**config.mk**
```make
export PLATFORM = sky130hd
export DESIGN_NAME = sw_input_ctrl_flat
export DESIGN_NICKNAME = d
export VERILOG_FILES = /design/src/rtl/sw_input_ctrl_if.sv /design/src/rtl/sw_input_ctrl.sv /design/src/flat_wrapper.sv
export SDC_FILE = /design/constraint.sdc
export NUM_CORES = 1
export LEC_CHECK = 0
export CORE_ASPECT_RATIO = 0.75
export CORE_MARGIN = 1
export CORE_UTILIZATION = 39
export DETAILED_ROUTE_END_ITERATION = 8
export GPL_ROUTABILITY_DRIVEN = 0
export GPL_TIMING_DRIVEN = 0
export PLACE_DENSITY = 0.74
export SLEW_MARGIN = 20
export SYNTH_ARGS = -nofsm -noshare
export SYNTH_HDL_FRONTEND = slang
export SYNTH_SLANG_ARGS = --single-unit
```
**constraint.sdc**
```tcl
create_clock -name clk -period 0.9 [get_ports clk]
set_input_delay 0.135 -clock clk [delete_from_list [all_inputs] [get_ports clk]]
set_output_delay 0.135 -clock clk [all_outputs]
set_load 0.01 [all_outputs]
```
**src/rtl/sw_input_ctrl_if.sv**
```systemverilog
// rtl/sw_input_ctrl_if.sv - switch input/debounced output bundle for sw_input_ctrl
interface sw_input_ctrl_if #(
    parameter int N_SW = 4
);
    logic [N_SW-1:0] i_sw;
    logic [N_SW-1:0] o_sw;
    logic [N_SW-1:0] o_rise;
    logic [N_SW-1:0] o_fall;
    logic            o_change;
    logic            o_enable;
    logic [1:0]      o_sel;
    logic            o_dir;

    modport slave (
        input  i_sw,
        output o_sw, o_rise, o_fall, o_change, o_enable, o_sel, o_dir
    );

    modport master (
        output i_sw,
        input  o_sw, o_rise, o_fall, o_change, o_enable, o_sel, o_dir
    );
endinterface

```
**src/rtl/sw_input_ctrl.sv**
```systemverilog
// rtl/sw_input_ctrl.sv - switch synchronizer/debouncer with edge strobes (debounce FSMs under SW_DEBOUNCE_EN)
module sw_input_ctrl #(
    parameter int N_SW      = 4,
    parameter int DB_CYCLES = 1_000_000
) (
    input  logic           clk,
    input  logic           i_rst,
    sw_input_ctrl_if.slave sw_if
);
    localparam int CW = $clog2(DB_CYCLES + 1);

    logic [N_SW-1:0] sync1_q, sync1_d;
    logic [N_SW-1:0] sync2_q, sync2_d;
    logic [N_SW-1:0] o_sw_q, o_sw_d;
    logic [N_SW-1:0] rise_q, rise_d;
    logic [N_SW-1:0] fall_q, fall_d;
    logic            change_q, change_d;
    logic [3:0]      sw4;

    always_comb begin
        sync1_d = sw_if.i_sw;
        sync2_d = sync1_q;
    end

`ifdef SW_DEBOUNCE_EN
    typedef enum logic {ST_STABLE, ST_COUNT} state_t;

    state_t          state_q [N_SW];
    state_t          state_d [N_SW];
    logic [CW-1:0]   cnt_q   [N_SW];
    logic [CW-1:0]   cnt_d   [N_SW];

    // Any sample matching o_sw during COUNT aborts the window, so bounces restart it.
    always_comb begin
        o_sw_d = o_sw_q;
        for (int i = 0; i < N_SW; i++) begin
            state_d[i] = state_q[i];
            cnt_d[i]   = cnt_q[i];
            case (state_q[i])
                ST_STABLE: begin
                    if (sync2_q[i] != o_sw_q[i]) begin
                        state_d[i] = ST_COUNT;
                        cnt_d[i]   = CW'(1);
                    end else begin
                        cnt_d[i] = '0;
                    end
                end
                ST_COUNT: begin
                    if (sync2_q[i] == o_sw_q[i]) begin
                        state_d[i] = ST_STABLE;
                        cnt_d[i]   = '0;
                    end else if (cnt_q[i] == CW'(DB_CYCLES)) begin
                        o_sw_d[i]  = ~o_sw_q[i];
                        state_d[i] = ST_STABLE;
                        cnt_d[i]   = '0;
                    end else begin
                        cnt_d[i] = cnt_q[i] + CW'(1);
                    end
                end
                default: begin
                    state_d[i] = ST_STABLE;
                    cnt_d[i]   = '0;
                end
            endcase
        end
    end

    always_ff @(posedge clk) begin
        for (int i = 0; i < N_SW; i++) begin
            if (i_rst) begin
                state_q[i] <= ST_STABLE;
                cnt_q[i]   <= '0;
            end else begin
                state_q[i] <= state_d[i];
                cnt_q[i]   <= cnt_d[i];
            end
        end
    end
`else
    always_comb begin
        o_sw_d = sync2_q;
    end
`endif

    // Strobes are computed from the next/current o_sw pair so they line up with the new level.
    always_comb begin
        rise_d   = o_sw_d & ~o_sw_q;
        fall_d   = ~o_sw_d & o_sw_q;
        change_d = |(o_sw_d ^ o_sw_q);
    end

    always_ff @(posedge clk) begin
        if (i_rst) begin
            sync1_q  <= '0;
            sync2_q  <= '0;
            o_sw_q   <= '0;
            rise_q   <= '0;
            fall_q   <= '0;
            change_q <= 1'b0;
        end else begin
            sync1_q  <= sync1_d;
            sync2_q  <= sync2_d;
            o_sw_q   <= o_sw_d;
            rise_q   <= rise_d;
            fall_q   <= fall_d;
            change_q <= change_d;
        end
    end

    for (genvar g = 0; g < 4; g++) begin : g_sw4
        if (g < N_SW) begin : g_bit
            assign sw4[g] = o_sw_q[g];
        end else begin : g_zero
            assign sw4[g] = 1'b0;
        end
    end

    assign sw_if.o_sw     = o_sw_q;
    assign sw_if.o_rise   = rise_q;
    assign sw_if.o_fall   = fall_q;
    assign sw_if.o_change = change_q;
    assign sw_if.o_enable = sw4[0];
    assign sw_if.o_sel    = sw4[2:1];
    assign sw_if.o_dir    = sw4[3];
endmodule

```
**src/flat_wrapper.sv**
```systemverilog
// flat-port wrapper written by rule: the top's interface ports become plain ports
module sw_input_ctrl_flat 
#(
    parameter int N_SW      = 4,
    parameter int DB_CYCLES = 1_000_000
)
  (clk, i_rst, sw_if_i_sw, sw_if_o_sw, sw_if_o_rise, sw_if_o_fall, sw_if_o_change, sw_if_o_enable, sw_if_o_sel, sw_if_o_dir);
  sw_input_ctrl_if #(.N_SW(N_SW)) sw_if_i ();
  input  logic clk;
  input  logic i_rst;
  input wire logic [$bits(sw_if_i.i_sw)-1:0] sw_if_i_sw;
  output wire logic [$bits(sw_if_i.o_sw)-1:0] sw_if_o_sw;
  output wire logic [$bits(sw_if_i.o_rise)-1:0] sw_if_o_rise;
  output wire logic [$bits(sw_if_i.o_fall)-1:0] sw_if_o_fall;
  output wire logic [$bits(sw_if_i.o_change)-1:0] sw_if_o_change;
  output wire logic [$bits(sw_if_i.o_enable)-1:0] sw_if_o_enable;
  output wire logic [$bits(sw_if_i.o_sel)-1:0] sw_if_o_sel;
  output wire logic [$bits(sw_if_i.o_dir)-1:0] sw_if_o_dir;
  assign sw_if_i.i_sw = sw_if_i_sw;
  assign sw_if_o_sw = sw_if_i.o_sw;
  assign sw_if_o_rise = sw_if_i.o_rise;
  assign sw_if_o_fall = sw_if_i.o_fall;
  assign sw_if_o_change = sw_if_i.o_change;
  assign sw_if_o_enable = sw_if_i.o_enable;
  assign sw_if_o_sel = sw_if_i.o_sel;
  assign sw_if_o_dir = sw_if_i.o_dir;
  sw_input_ctrl #(.N_SW(N_SW), .DB_CYCLES(DB_CYCLES)) u_core (.clk(clk), .i_rst(i_rst), .sw_if(sw_if_i));
endmodule
```
---- Word level (Yosys, flattened, before mapping) ----
Cells that the tools add are included.
operators by class
  reduce and logical (&&, ||, !) cells .... 1
  bitwise gates (word level) .............. 5
operators by type and width
  operator            number
  bitwise AND 4 bit   2
  NOT 4 bit           2
  OR reduction 4 bit  1
  XOR 4 bit           1
word-level totals
  bits in registers ....................... 21
  output and inout bits ................... 17

---- Logic depth before layout (Yosys ltp) ----
Gate-level depths: netlist of run 1.
  word-level depth ........................ 2
  depth in mapped cells ................... 3

---- Worst setup path after synthesis of run 1 ----
Ideal clock, no wire load.
  kind .................................... register to register
  from .................................... reg u_core.o_sw_q[1], in the netlist u_core.sw_if.o_sw[1]
  to ...................................... reg u_core.change_q, in the netlist u_core.sw_if.o_change
  period minus slack after synthesis ...... 986 ps
  setup slack ............................. -86 ps
  cell stages (with the launch flop) ...... 4
  arrival time ............................ 909 ps
  path through ............................ dfxtp_1 -> inv_1 -> ha_1 -> a41oi_2
between the ends
  longest elaborated chain between the ends .. 2
RTL lines
  what                      line                  RTL
  start: declaration        sw_input_ctrl.sv:14   logic [N_SW-1:0] o_sw_q, o_sw_d;
  start signal: assignment  sw_input_ctrl.sv:103  o_sw_q <= o_sw_d;
  XOR 4 bit                 sw_input_ctrl.sv:89   change_d = |(o_sw_d ^ o_sw_q);
  OR reduction 4 bit        sw_input_ctrl.sv:89
  end signal: assignment    sw_input_ctrl.sv:106  change_q <= change_d;
  end: declaration          sw_input_ctrl.sv:17   logic change_q, change_d;
No other way between the ends.
A chain may end at the register's enable or synchronous reset.

---- Worst setup path after layout of run 1 ----
  from .................................... reg u_core.o_sw_q[0], in the netlist u_core.sw_if.o_sw[0]
  to ...................................... out sw_if_o_sw[0]
RTL lines
  what              line                RTL
  end: declaration  flat_wrapper.sv:12  output wire logic [$bits(sw_if_i.o_sw)-1:0] sw_if_o_sw;
No word-level cell between the ends.

==> metrics, run 1 <==
residual DRC count=0; largest net degree at the start of global routing=12; Root Buffer=clkbuf_4; die width=52.3 um; Core ar.=1760 um2; hold-fix buffers at CTS=0; Slew @ Worst Pin=158 ps; clock period minus final worst setup slack=1000 ps; fin crit share=111%; Worst-Skew Late Latency=290 ps; failing checks=setup timing; fin util=60.0%; Rows=13; unique cell type count in the Yosys netlist=7; Post-Syn Nets=78; final setup margin=-99.9 ps; Clock Skew=0.910 ps; TritonCTS buffer count=3; Synth Register Bits=21; Startpoint Class=flop; die area=2080 um2; Yosys warning count=0; total gr overflow=0; mapped cell area=741 um2; vias in the first global route=408; Hold/Removal Path Class=primary input to flop; endpoints failing setup=9; CP Data Required Time=760 ps; fin area=1050 um2; Max Slew Vio Count=0; Peak VDD IR=1.21 mV; Die Y=39.7 um; number of port buffers=22; initial antenna violation count=0; CP arrival=860 ps; max-cap viol count=0; worst-path fanout max=4; Lkg Pwr=0.466 nW; CP endpoint kind=output pin; # H-tree levels=1; WS Path Type=flop to output pin; WL/cell=9.17 um; first-pass GRT wire length=1680 um; CTS tree=built; syn avg cell area=11.6 um2; vias per inst=4.04; layout cells sized above 1=44.6%; worst-case clock buffer depth=2; layout net count=107; GRT Util Overall=12.6%; most frequent cells in the layout=nor2b_1 (19), dfxtp_1 (15), buf_6 (13); initial core utilization=42.2%; most common cell after layout, fill and taps aside=nor2b_1; sequential-to-total area share from yosys stat=56.8%; drt first pass iters=1; final wirelength=1050 um; Syn Inst Count=64; status=complete, but fails checks; fillcell total=154; io pins=23; unrepaired setup endpoints after global routing=true; # diodes=0; FMAX=1000 MHz; synth-to-layout area growth=42.4%; clk sinks=21; Slew HR=89.5%; routed via count=461; power per cell area=1490 nW/um2; clock-pin slew on the worst setup and hold paths=110 ps; DP Area=993 um2; Detailed Route Iter0 Violations=0; final hold viol count=0; Routed Antenna Nets=0
## flip-flops by register name, indices dropped and copies added (netlist names)
name                   cells
u_core.o_sw_d              4
u_core.sw_if.o_fall        4
u_core.sw_if.o_rise        4
u_core.sw_if.o_sw          4
u_core.sync1_q             4
u_core.sw_if.o_change      1
## final timing paths
check / from / end / slack [ps] / cells past startpoint
worst min register to register: u_core.sync1_q[1] / u_core.o_sw_d[1] / 450 / 1
worst min-delay path: sw_if_i_sw[1] / u_core.sync1_q[1] / 380 / 2
worst max register to register: u_core.sw_if.o_sw[3] / u_core.sw_if.o_change / -70 / 4
worst max-delay path: u_core.sw_if.o_sw[0] / sw_if_o_sw[0] / -100 / 2
## stage by stage
stage / instances / TNS [ps] / hold slack (ps) / setup WS, ps / power [mW]
floorplan: 64 / -12.8 / 207 / -12.8 / 1.07
global placement: 108 / -3170 / 418 / -195 / 1.14
detailed placement: 108 / -3400 / 426 / -198 / 1.15
CTS: 114 / -668 / 370 / -111 / 1.59
global route: 114 / -1030 / 367 / -144 / 1.65
finish: 114 / -579 / 379 / -99.9 / 1.57
## cell type report
cell class              count  area, um2  area share (%)
plain buffers               6       63.8            6.05
clock buffers               4       26.3            2.49
inverters                   8       30.0            2.85
multi-input cells          29        284            26.9
flip-flops and latches     21        428            40.6
well taps                  22       27.5            2.61
repair buffers             24        195            18.5
## logic make-up (layout without fill, tap and decap cells)
kind of cell | count (synthesis) | count (layout) | synth area share [%]
AND/OR/NAND/NOR | 20 | 20 | 16.9
flip-flops | 21 | 21 | 56.8
buffers and inverters | 14 | 42 | 10.6
adder cells (fa/ha/maj) | 8 | 8 | 13.5
AO/OA/AOI/OAI | 1 | 1 | 2.20
## metal layers
metal / wire (um) / part of all wire, % / up-vias / GRT usage (%)
li1: - / - / 241 / -
met1: 463 / 44 / 206 / 11.9
met2: 511 / 49 / 14 / 22.5
met3: 70 / 6.7 / 0 / 6.98
met4: 0 / 0 / 0 / 5.92
met5: 0 / 0 / - / 0
## cell usage after synthesis (all sizes together)
cell   number  area [um2]
a41oi       1        16.3
ha          8         100
dfxtp      21         420
buf         6        48.8
inv         8        30.0
nor2b      20         125
## power breakdown
part | switching, mW | internal, mW | leakage, nW | total (mW)
Combinational | 0.0579 | 0.0985 | 0.277 | 0.156
Clock | 0.262 | 0.172 | 0.0150 | 0.435
Sequential | 0.0186 | 0.965 | 0.174 | 0.984
Total | 0.339 | 1.24 | 0.466 | 1.57
## worst max-delay path: stages, from the launching register on
cell and delay (ps):
dfxtp_2 360, buf_6 110, buf_6 110
## timing repair
item | CTS | global route
setup endpoints to repair | 18 | 18
pin swaps | 1 | 0
gates resized for setup | 82 | 6
setup buffers | 2 | 0
Note: power is estimated with default switching activity, not from simulation.
==> run 2: changes to the inputs <==
--- a/config.mk
+++ b/config.mk
@@ -5,13 +5,13 @@
 export SDC_FILE = /design/constraint.sdc
 export NUM_CORES = 1
 export LEC_CHECK = 0
-export CORE_ASPECT_RATIO = 0.75
 export CORE_MARGIN = 1
-export CORE_UTILIZATION = 39
+export CORE_UTILIZATION = 51
 export DETAILED_ROUTE_END_ITERATION = 8
+export DONT_BUFFER_PORTS = 1
 export GPL_ROUTABILITY_DRIVEN = 0
 export GPL_TIMING_DRIVEN = 0
-export PLACE_DENSITY = 0.74
+export PLACE_DENSITY = 0.72
 export SLEW_MARGIN = 20
 export SYNTH_ARGS = -nofsm -noshare
 export SYNTH_HDL_FRONTEND = slang
==> run 2 against run 1 <==
Net effect: the run still ends with setup timing left; via count is 13% lower; die area shrank 23%; worst hold slack lost 340 ps; cell count shrank 23%; combinational power fell by 35%; final area fell by 13%.
==> metrics, run 2 (synthesis results as in run 1) <==
CP cell instances=inv_2 -> ha_4 -> a41oi_2; clock-pin slew on the worst setup and hold paths=110 ps; Core ar.=1330 um2; layout cells sized above 1=30.1%; unrepaired setup endpoints after global routing=true; final setup margin=-33.7 ps; total gr overflow=0; drt first pass iters=1; WL/cell=9.65 um; failing checks=setup timing; vias per inst=4.53; clk sinks=21; status=complete, but fails checks; Slew @ Worst Pin=163 ps; Max Slew Vio Count=0; crit-path max cell delay=400 ps; final hold viol count=0; initial antenna violation count=0; hpwl dp=539 um; endpoints failing setup=5; most common cell after layout, fill and taps aside=nor2b_1; vias in the first global route=318; TritonCTS buffer count=3; number of port buffers=0; CP endpoint kind=flop; Crit path max-delay family=flip-flops; first-pass GRT wire length=1290 um; final wirelength=849 um; # H-tree levels=1; CTS tree=built; Detailed Route Iter0 Violations=0; die area=1610 um2; residual DRC count=0; met1 Use GR=15.4%; Worst-Skew Late Latency=290 ps; FMAX=1070 MHz; Peak VDD IR=1.00 mV; die width=40.1 um; Design Power=1.51 mW; Slew HR=89.1%; Startpoint Class=flop; routed via count=399; Die Y=40.1 um; Post-CTS Setup Bufs=0; power per cell area=1650 nW/um2; setup TNS=-129 ps; max-cap viol count=0; CP arrival=1110 ps; Clock Skew=1.24 ps; R2R setup slack=-30 ps; io pins=23; largest net degree at the start of global routing=12; most frequent cells in the layout=nor2b_1 (20), dfxtp_1 (16), inv_1 (5), buf_6 (5), dlygate4sd3_1 (5); Rows=13; layout net count=88; Critical Path Slowest Stage Cell=dfxtp_4; fin crit share=104%; WS Path Type=flop to flop; Hold/Removal Path Class=primary input to flop; Root Buffer=clkbuf_4; worst-case clock buffer depth=2; Routed Antenna Nets=0; # diodes=0; Lkg Pwr=0.362 nW; CP Data Required Time=1070 ps; synth-to-layout area growth=23.8%; GRT Util Overall=12.8%; CP Buf/Inv Count=1; met3 Use GR=6.11%; M2 GR Usage=18.1%; initial core utilization=55.5%; clock period minus final worst setup slack=934 ps; worst-path fanout max=4; gr busiest metal=met2; fin util=68.8%
-- run 2: layer usage --
layer,wire length [um],up-vias
li1,-,205
met1,394,172
met2,381,20
met3,69,2
met4,4,0
met5,0,-
-- run 2: path summary, 6_finish.rpt --
path / to / cells after the start / startpoint
worst max register to register: u_core.sw_if.o_change / 3 / u_core.sw_if.o_sw[3]
worst min-delay path: u_core.sw_if.o_sw[2] / 2 / i_rst
worst max-delay path: u_core.sw_if.o_change / 3 / u_core.sw_if.o_sw[3]
worst min register to register: u_core.o_sw_d[3] / 1 / u_core.sync1_q[3]
-- run 2: metrics by stage --
stage / hold slack, ps / std cells / cell area (um2) / setup WS [ps]
6_report: 37.9 / 88 / 917 / -33.7
5_1_grt: 33.6 / 88 / 917 / -66.5
4_1_cts: 23.4 / 88 / 916 / -39.5
3_5_place_dp: 217 / 79 / 764 / -72.8
3_3_place_gp: 221 / 79 / 764 / -67.7
2_1_floorplan: 207 / 64 / 746 / -12.8
-- run 2: layout make-up --
type | instances | area, um2
tap | 15 | 18.8
timing repair buffer | 5 | 50.0
fill | 98 | 417
multi-input combinational | 29 | 292
inverter | 8 | 30.0
buffer | 6 | 63.8
sequential | 21 | 437
clock buffer | 4 | 26.3
-- run 2: what timing repair did --
action                     CTS  global route
hold buffers                 5             0
resized for setup           15             1
hold endpoints to repair     5             0
setup endpoints to repair    5             6
gates cloned                 0             0
pin swaps                    4             0
-- run 2: report_power, final --
group          switching, mW  internal, mW  leakage [nW]
Sequential            0.0286         0.955         0.175
Clock                  0.251         0.172        0.0150
Combinational         0.0382        0.0642         0.172
Total                  0.318          1.19         0.362
